File: src/rtl/ps2_keyboard_rx.sv
`default_nettype none
// ============================================================================
// Module   : ps2_keyboard_rx
// Purpose  : PS/2 keyboard receiver that deframes 11-bit frames into a FWFT byte FIFO.
//            Optional macro PS2_GLITCH_FILTER_EN adds an integrator on ps2_clk.
// Revision : 1.0 - initial release
// ============================================================================
module ps2_keyboard_rx #(
    parameter int SYNC_STAGES    = 2,
    parameter int TIMEOUT_CYCLES = 32000,
    parameter int FIFO_DEPTH     = 4
) (
    input  logic       CLK,
    input  logic       reset,
    input  logic       ps2_clk,
    input  logic       ps2_data,
    input  logic       rd_en,
    output logic [7:0] rx_data,
    output logic       rx_valid,
    output logic       parity_err,
    output logic       frame_err,
    output logic       overflow
);

    localparam int PTR_W = $clog2(FIFO_DEPTH);
    localparam int CNT_W = PTR_W + 1;
    localparam int TMO_W = $clog2(TIMEOUT_CYCLES + 1);

    localparam logic [PTR_W-1:0] PTR_ONE  = PTR_W'(1);
    localparam logic [CNT_W-1:0] CNT_ONE  = CNT_W'(1);
    localparam logic [CNT_W-1:0] CNT_FULL = CNT_W'(FIFO_DEPTH);
    localparam logic [TMO_W-1:0] TMO_ONE  = TMO_W'(1);
    localparam logic [TMO_W-1:0] TMO_LAST = TMO_W'(TIMEOUT_CYCLES - 1);

    typedef enum logic [1:0] {
        S_IDLE   = 2'd0,
        S_DATA   = 2'd1,
        S_PARITY = 2'd2,
        S_STOP   = 2'd3
    } state_t;

    // ------------------------------------------------------------------
    // Synchronisers, preset to the idle-high bus level
    // ------------------------------------------------------------------
    logic [SYNC_STAGES-1:0] clk_sync_q;
    logic [SYNC_STAGES-1:0] data_sync_q;
    logic                   clk_s;
    logic                   data_s;

    always_ff @(posedge CLK or negedge reset) begin
        if (!reset) begin
            clk_sync_q  <= '1;
            data_sync_q <= '1;
        end else begin
            clk_sync_q  <= {clk_sync_q[SYNC_STAGES-2:0], ps2_clk};
            data_sync_q <= {data_sync_q[SYNC_STAGES-2:0], ps2_data};
        end
    end

    assign clk_s  = clk_sync_q[SYNC_STAGES-1];
    assign data_s = data_sync_q[SYNC_STAGES-1];

    logic clk_level;

`ifdef PS2_GLITCH_FILTER_EN
    logic [3:0] integ_q, integ_d;
    logic       filt_q, filt_d;

    // Level only changes once the integrator saturates at either rail.
    always_comb begin
        integ_d = integ_q;
        filt_d  = filt_q;
        if (clk_s && (integ_q != 4'd15)) begin
            integ_d = integ_q + 4'd1;
        end else if (!clk_s && (integ_q != 4'd0)) begin
            integ_d = integ_q - 4'd1;
        end
        if (integ_q == 4'd15) begin
            filt_d = 1'b1;
        end else if (integ_q == 4'd0) begin
            filt_d = 1'b0;
        end
    end

    always_ff @(posedge CLK or negedge reset) begin
        if (!reset) begin
            integ_q <= 4'd15;
            filt_q  <= 1'b1;
        end else begin
            integ_q <= integ_d;
            filt_q  <= filt_d;
        end
    end

    assign clk_level = filt_q;
`else
    assign clk_level = clk_s;
`endif

    // ------------------------------------------------------------------
    // Falling-edge detect
    // ------------------------------------------------------------------
    logic clk_prev_q;
    logic fall;

    always_ff @(posedge CLK or negedge reset) begin
        if (!reset) begin
            clk_prev_q <= 1'b1;
        end else begin
            clk_prev_q <= clk_level;
        end
    end

    assign fall = clk_prev_q & ~clk_level;

    // ------------------------------------------------------------------
    // Frame FSM
    // ------------------------------------------------------------------
    state_t           state_q, state_d;
    logic [2:0]       bit_cnt_q, bit_cnt_d;
    logic [7:0]       shift_q, shift_d;
    logic             parity_q, parity_d;
    logic [TMO_W-1:0] tmo_q, tmo_d;
    logic             parity_err_q, parity_err_d;
    logic             frame_err_q, frame_err_d;
    logic             push;

    always_comb begin
        state_d      = state_q;
        bit_cnt_d    = bit_cnt_q;
        shift_d      = shift_q;
        parity_d     = parity_q;
        tmo_d        = tmo_q;
        parity_err_d = 1'b0;
        frame_err_d  = 1'b0;
        push         = 1'b0;

        unique case (state_q)
            S_IDLE: begin
                bit_cnt_d = 3'd0;
                shift_d   = 8'h00;
                tmo_d     = '0;
                if (fall && !data_s) begin
                    state_d = S_DATA;
                end
            end
            S_DATA: begin
                if (fall) begin
                    shift_d[bit_cnt_q] = data_s;
                    if (bit_cnt_q == 3'd7) begin
                        state_d = S_PARITY;
                    end else begin
                        bit_cnt_d = bit_cnt_q + 3'd1;
                    end
                end
            end
            S_PARITY: begin
                if (fall) begin
                    parity_d = data_s;
                    state_d  = S_STOP;
                end
            end
            S_STOP: begin
                if (fall) begin
                    state_d = S_IDLE;
                    if (!data_s) begin
                        frame_err_d = 1'b1;
                    end else if (^{shift_q, parity_q} == 1'b0) begin
                        parity_err_d = 1'b1;
                    end else begin
                        push = 1'b1;
                    end
                end
            end
            default: state_d = S_IDLE;
        endcase

        // A fall in the same cycle as expiry keeps the frame alive.
        if (state_q != S_IDLE) begin
            if (fall) begin
                tmo_d = '0;
            end else if (tmo_q == TMO_LAST) begin
                state_d     = S_IDLE;
                frame_err_d = 1'b1;
                tmo_d       = '0;
            end else begin
                tmo_d = tmo_q + TMO_ONE;
            end
        end
    end

    always_ff @(posedge CLK or negedge reset) begin
        if (!reset) begin
            state_q      <= S_IDLE;
            bit_cnt_q    <= 3'd0;
            shift_q      <= 8'h00;
            parity_q     <= 1'b0;
            tmo_q        <= '0;
            parity_err_q <= 1'b0;
            frame_err_q  <= 1'b0;
        end else begin
            state_q      <= state_d;
            bit_cnt_q    <= bit_cnt_d;
            shift_q      <= shift_d;
            parity_q     <= parity_d;
            tmo_q        <= tmo_d;
            parity_err_q <= parity_err_d;
            frame_err_q  <= frame_err_d;
        end
    end

    // ------------------------------------------------------------------
    // First-word fall-through FIFO
    // ------------------------------------------------------------------
    logic [7:0]       mem_q [FIFO_DEPTH];
    logic [PTR_W-1:0] wr_ptr_q, wr_ptr_d;
    logic [PTR_W-1:0] rd_ptr_q, rd_ptr_d;
    logic [CNT_W-1:0] count_q, count_d;
    logic             overflow_q, overflow_d;
    logic             pop;
    logic             full;
    logic             do_push;

    assign pop     = rd_en && (count_q != '0);
    assign full    = (count_q == CNT_FULL);
    assign do_push = push && (!full || pop);

    always_comb begin
        wr_ptr_d   = wr_ptr_q;
        rd_ptr_d   = rd_ptr_q;
        count_d    = count_q;
        overflow_d = push && full && !pop;
        if (do_push) begin
            wr_ptr_d = wr_ptr_q + PTR_ONE;
        end
        if (pop) begin
            rd_ptr_d = rd_ptr_q + PTR_ONE;
        end
        unique case ({do_push, pop})
            2'b10:   count_d = count_q + CNT_ONE;
            2'b01:   count_d = count_q - CNT_ONE;
            default: count_d = count_q;
        endcase
    end

    always_ff @(posedge CLK or negedge reset) begin
        if (!reset) begin
            wr_ptr_q   <= '0;
            rd_ptr_q   <= '0;
            count_q    <= '0;
            overflow_q <= 1'b0;
        end else begin
            wr_ptr_q   <= wr_ptr_d;
            rd_ptr_q   <= rd_ptr_d;
            count_q    <= count_d;
            overflow_q <= overflow_d;
        end
    end

    // Storage needs no reset: the head is masked until an entry is valid.
    always_ff @(posedge CLK) begin
        if (do_push) begin
            mem_q[wr_ptr_q] <= shift_q;
        end
    end

    assign rx_valid   = (count_q != '0);
    assign rx_data    = rx_valid ? mem_q[rd_ptr_q] : 8'h00;
    assign parity_err = parity_err_q;
    assign frame_err  = frame_err_q;
    assign overflow   = overflow_q;

endmodule
`default_nettype wire

File: config.mk
export PLATFORM = sky130hd
export DESIGN_NAME = ps2_keyboard_rx
export DESIGN_NICKNAME = d
export VERILOG_FILES = /design/src/rtl/ps2_keyboard_rx.sv
export SDC_FILE = /design/constraint.sdc
export NUM_CORES = 1
export LEC_CHECK = 0
export CAP_MARGIN = 25
export CORE_UTILIZATION = 59
export CTS_BUF_LIST = sky130_fd_sc_hd__clkbuf_16
export CTS_CLUSTER_SIZE = 24
export DETAILED_ROUTE_END_ITERATION = 10
export HOLD_SLACK_MARGIN = 0.08
export PLACE_DENSITY = 0.78
export SYNTH_ARGS = -nofsm -noshare
export SYNTH_HDL_FRONTEND = slang
export SYNTH_SLANG_ARGS = --single-unit
File: constraint.sdc
create_clock -name CLK -period 3 [get_ports CLK]
set_clock_uncertainty 0.2 [all_clocks]
set_input_delay 0.45 -clock CLK [delete_from_list [all_inputs] [get_ports CLK]]
set_output_delay 0.45 -clock CLK [all_outputs]
set_load 0.01 [all_outputs]
* After elaboration in Yosys (flattened, before gate mapping)
Memory sizes are Yosys's and may differ from the RTL's.
Cells that the tools add are included.
** Word-level totals
- Memories kept :: 1
- Register bits :: 44
- Input port bits :: 5
- Memory bits (writable) :: 32
- Word-level logic and storage cells :: 94
** Cells by class
- Bitwise operators :: 2
- Add/subtract/negate cells :: 6
- Muxes and demuxes :: 39
- Eq/ne operators :: 10
- Order comparisons :: 2
- Reduce and logical (&&, ||, !) cells :: 20
** Memory list
- mem_q :: depth 4, width 8, read ports 1, clocked after Yosys merged registers in 0, write ports 1, line 215 : logic [7:0] mem_q [FIFO_DEPTH];
** Operators by type and width (count)
- $mux W15 :: 4
- $mux W1 :: 17
- $mux W2 :: 8
- $mux W8 :: 2
- $pmux W8 S2 :: 1
- $add A15 B1 Y15 const B :: 1
- $eq A15 B15 Y1 const B :: 1
- $pmux W3 S2 :: 2
- $reduce_xor A9 Y1 :: 1
- $bwmux W8 :: 1
- $pmux W2 S4 :: 1
- $reduce_bool A2 Y1 :: 4
- $add A3 B1 Y3 const B :: 2
- $eq A2 B2 Y1 const B :: 3
- $eq A3 B3 Y1 const B :: 2
- $logic_and A1 B1 Y1 :: 6
- $mux W3 :: 2
- $add A2 B1 Y2 const B :: 2
- $eq A2 B1 Y1 const B :: 2
- $lt A3 B4 Y1 const B :: 1
- $ne A2 B2 Y1 const B :: 2
- $reduce_and A2 Y1 :: 2
- $demux W1 S3 :: 1
- $ge A3 B1 Y1 const B :: 1
- 8 further kinds :: 10

* Longest topological paths before layout
- Depth in word-level cells :: 8
- Gate-level depth with buffers :: 9
- Mapped depth without buffers :: 8

* Least setup slack after synthesis
No wires, ideal clock.
- Path kind :: flip-flop to flip-flop
- From :: reg shift_q[1]
- To :: reg count_q[2]
- Clock period less this slack :: 2600 ps
- Arrival time :: 2321 ps
- Path buffers :: 0
- Cell stages (with the launch flop) :: 9
- Setup slack :: 400 ps
- Cells stage by stage :: dfrtp_1 -> xor2_1 -> xnor3_2 -> mux2_4 -> nor2_1 -> fa_1 -> or2_2 -> o22ai_2 -> xor2_1
** On the way
- Longest elaborated chain between the ends :: 8
** RTL lines
- start: declaration :: line 121 : logic [7:0] shift_q, shift_d;
- start signal: assignment :: line 204 : shift_q <= shift_d;
- $reduce_xor A9 Y1 (*) :: line 168 : end else if (^{shift_q, parity_q} == 1'b0) begin
- $mux W1 (*) :: line 168
- $mux W1 (*) :: line 166 : if (!data_s) begin
- $mux W1 (*) :: line 164 : if (fall) begin
- $mux W1 (*) :: line 138 : unique case (state_q)
- $logic_and A1 B1 Y1 (*) :: line 226 : assign do_push = push && (!full || pop);
- $eq A2 B1 Y1 or $eq A2 B2 Y1 (tied branches) :: line 239 : unique case ({do_push, pop})
- $pmux W3 S2 or $reduce_bool A2 Y1 (tied branches)
- end signal: assignment :: line 255 : count_q <= count_d;
- end: declaration :: line 218 : logic [CNT_W-1:0] count_q, count_d;
Every way passes the cells marked *; elsewhere a longest branch is shown, timed or not.
A chain may end at the register's enable or synchronous reset.

* Final worst setup path
Ends and elaborated chain as after synthesis.

==> flow_metrics.env <==
export IMPL_status="finished, final reports clean"
export IMPL_slew_viol_final=0
export IMPL_fp_dieW_um=78.6
export IMPL_fin_cells=365
export IMPL_dieArea_sq_um=6180
export IMPL_fin_nets=301
export IMPL_switching_share_pct=24.4
export IMPL_cts_tree="done"
export IMPL_cp_common_cell="xor2_1"
export IMPL_setup_violations=0
export IMPL_final_cell_mix="dfrtp_1, edfxtp_1, nor2_1"
export IMPL_powerDensity_nw_per_um2=695
export IMPL_worstPathMaxFanout=6
export IMPL_maxCapViolCount=0
export IMPL_holdBufCountCts=0
export IMPL_cpPeakStageDelay_ns=0.51
export IMPL_gp_congestion=0.774
export IMPL_synth_edf_count=32
export IMPL_ys_seq_elements=76
export IMPL_min_path_type="reg -> reg"
export IMPL_dp_hpwl_um=3700
export IMPL_coreArea_sq_um=5570
export IMPL_area_growth_pct=16.3
export IMPL_routed_via_density=5.69
export IMPL_final_area_sq_um=4030
export IMPL_nFillCells=371
export IMPL_drt_iter0_drc=139
export IMPL_numCtsBuffers=9
export IMPL_die_h_um=78.6
export IMPL_cts_root_buf="clkbuf_16"
export IMPL_syn_nets=278
export IMPL_wire_per_inst_um=15.6
export IMPL_maxSlewHeadroom_pct=65.2
export IMPL_p_seq_share_pct=44.1
export IMPL_total_power_uw=2800
export IMPL_cp_required_ns=3.05
export IMPL_cts_buffer_depth=2
export IMPL_yosys_warnings=0
export IMPL_worst_pin_slew_ns=0.521
export IMPL_path_cells="xor2_1 > xnor3_2 > mux2_4 > nor2_1 > fa_1 > or2_2 > o22ai_2 > xor2_1"
export IMPL_wirelength_um=5710
export IMPL_ant_nets=0
export IMPL_antenna_found_initial=0
export IMPL_p_leak_uw=0.00164
export IMPL_routed_wl_met3_um=176
export IMPL_intPower_uw=2120
export IMPL_synth_ff_type="dfrtp_1"
export IMPL_drcViolationCount=0
export IMPL_postCtsSetupBuffers=0
export IMPL_crit_slowest_cell="xnor3_2"
export IMPL_dp_cells=347
export IMPL_synth_area_per_cell_sq_um=13.1
export IMPL_combPwrFrac_pct=17.2
export IMPL_top_layer_used="met4"
export IMPL_crit_type="reg -> reg"
export IMPL_endpoint_kind="register"
export IMPL_fin_util_pct=72.2
export IMPL_ys_types=48
export IMPL_ys_seq_area_share_pct=59.8
export IMPL_first_pass_iters=4
export IMPL_rsz0062_at_grt="no"
export IMPL_grt_total_usage_pct=21.5
export IMPL_p_sw_uw=682
export IMPL_clock_sinks=76
export IMPL_pwr_share_clk_pct=38.7
export IMPL_portBuffers=16
export IMPL_clock_latency_ns=0.33
export IMPL_grt_pass1_vias=2077
export IMPL_num_vias=2078
export IMPL_wl_met1_um=2560
export IMPL_grt_max_degree=45
export IMPL_overflow=0
export IMPL_cp_start_kind="register"
export IMPL_ir_drop_uv=590
export IMPL_start_util_pct=62.1
export IMPL_pin_count=17
export IMPL_placed_cell_area_sq_um=3690
export IMPL_synth_area_sq_um=3460
export IMPL_final_layout_size_suffix_gt1_share_pct=13.3
export IMPL_async_flop_share_pct=57.9
export IMPL_path_clk_slew_ns=0.06
export IMPL_synthCells=265
export IMPL_hold_viol_final=0
export IMPL_arrival_ns=2.79
export IMPL_grt_pass1_wl_um=9800
export IMPL_layout_commonest_cell="dfrtp_1"
export IMPL_finalCriticalPeriod_ns=2.73
export IMPL_fin_tns_setup_ns=0
export IMPL_rows=27
export IMPL_htreeDepth=3
export IMPL_cts_repair_resized=0
export IMPL_diodes=0
export IMPL_met2_length_um=2860
export IMPL_period_share_pct=91.1
export IMPL_fmax_mhz=366
## area by class of cell
| cell class | count | area (sq um) | share of cell area, % |
|---|---|---|---|
| flip-flops and latches | 76 | 2070 | 51.4 |
| multi-input cells | 173 | 1330 | 33.0 |
| clock buffers | 9 | 225 | 5.59 |
| repair buffers | 21 | 208 | 5.16 |
| well taps | 72 | 90.1 | 2.24 |
| clock inverters | 7 | 78.8 | 1.96 |
| inverters | 7 | 26.3 | 0.653 |
## kinds of logic after synthesis
logic type                 synth area share (%)
xor gates and xnor gates                   6.94
adders and majority gates                  3.11
DFF                                        59.8
AOI/OAI and AO/OA                          6.51
and+or+nand+nor                            13.3
muxes                                      8.53
buffers and inverters                      1.81
## worst max-delay path, delay by kind of cell (launching register included)
family	cells	cell delay, ns
compound gates	1	0.15
simple gates	2	0.38
flops	1	0.44
xor+xnor	3	0.83
fa+ha+maj	1	0.38
mux	1	0.29
## metrics by stage
step	setup slack (ns)	hold WS (ns)
after CTS	0.252	0.100
after global routing	0.163	0.156
after floorplan	0.400	-0.0456
final	0.267	0.154
after global placement	0.332	0.146
after detailed placement	0.259	0.147
## power by group through the flow
stage	Combinational, uW	Sequential, uW	Clock, uW
2_1_floorplan	378	1200	0
3_3_place_gp	475	1250	0
3_5_place_dp	481	1250	0
4_1_cts	486	1230	1100
5_1_grt	537	1240	1150
6_report	482	1230	1080
## state kept, by name, indices dropped and copies added (netlist names), 2 cells and up
| signal | count |
|---|---|
| tmo_q | 15 |
| clk_sync_q | 2 |
| mem_q | 32 |
| state_q | 2 |
| shift_q | 8 |
| data_sync_q | 2 |
| bit_cnt_q | 3 |
| count_q | 3 |
| rd_ptr_q | 2 |
| wr_ptr_q | 2 |
## cell usage after synthesis (all sizes together) (2+ instances only)
library cell	n	area share (%)
xor2	9	2.3
edfxtp	32	28
nand3	7	1.0
nor2	25	2.7
nor4b	2	0.69
o21a	2	0.43
nand2	15	1.6
and2	13	2.4
o21ai	19	2.7
nor3	5	0.72
clkbuf	7	0.76
mux4	8	5.2
a31oi	4	0.72
o31ai	2	0.43
dfstp	5	3.8
buf	2	0.29
a22oi	2	0.43
and4	3	0.76
ha	7	2.5
xnor2	13	3.3
mux2i	3	1.6
mux2	5	1.7
dfrtp	39	28
a21oi	3	0.43
o22ai	2	0.54
nand4	2	0.36
nor3b	2	0.43
inv	7	0.76
and3	2	0.36
nand2b	5	0.90
## final timing paths
kind | slack (ns) | cells after the start | to | startpoint
worst min-delay path | 0.15 | 0 | data_sync_q[1]$_DFF_PN1_ | data_sync_q[0]$_DFF_PN1_
worst max register to register | 0.27 | 8 | count_q[2]$_DFFE_PN0P_ | shift_q[1]$_DFFE_PN0P_
worst max-delay path | 0.27 | 8 | count_q[2]$_DFFE_PN0P_ | shift_q[1]$_DFFE_PN0P_
min in group asynchronous | 0.29 | 2 | bit_cnt_q[2]$_DFFE_PN0P_ | reset
max in group asynchronous | 1.80 | 3 | clk_sync_q[0]$_DFF_PN1_ | reset
worst min register to register | 0.15 | 0 | data_sync_q[1]$_DFF_PN1_ | data_sync_q[0]$_DFF_PN1_
## layer usage
metal | GRT usage (%) | vias to the layer above
met5 | 0 | -
met4 | 12.6 | 0
met3 | 4.65 | 10
met2 | 33.5 | 52
met1 | 27.9 | 1017
li1 | - | 999
No activity file was read; power rests on OpenSTA's default activity.
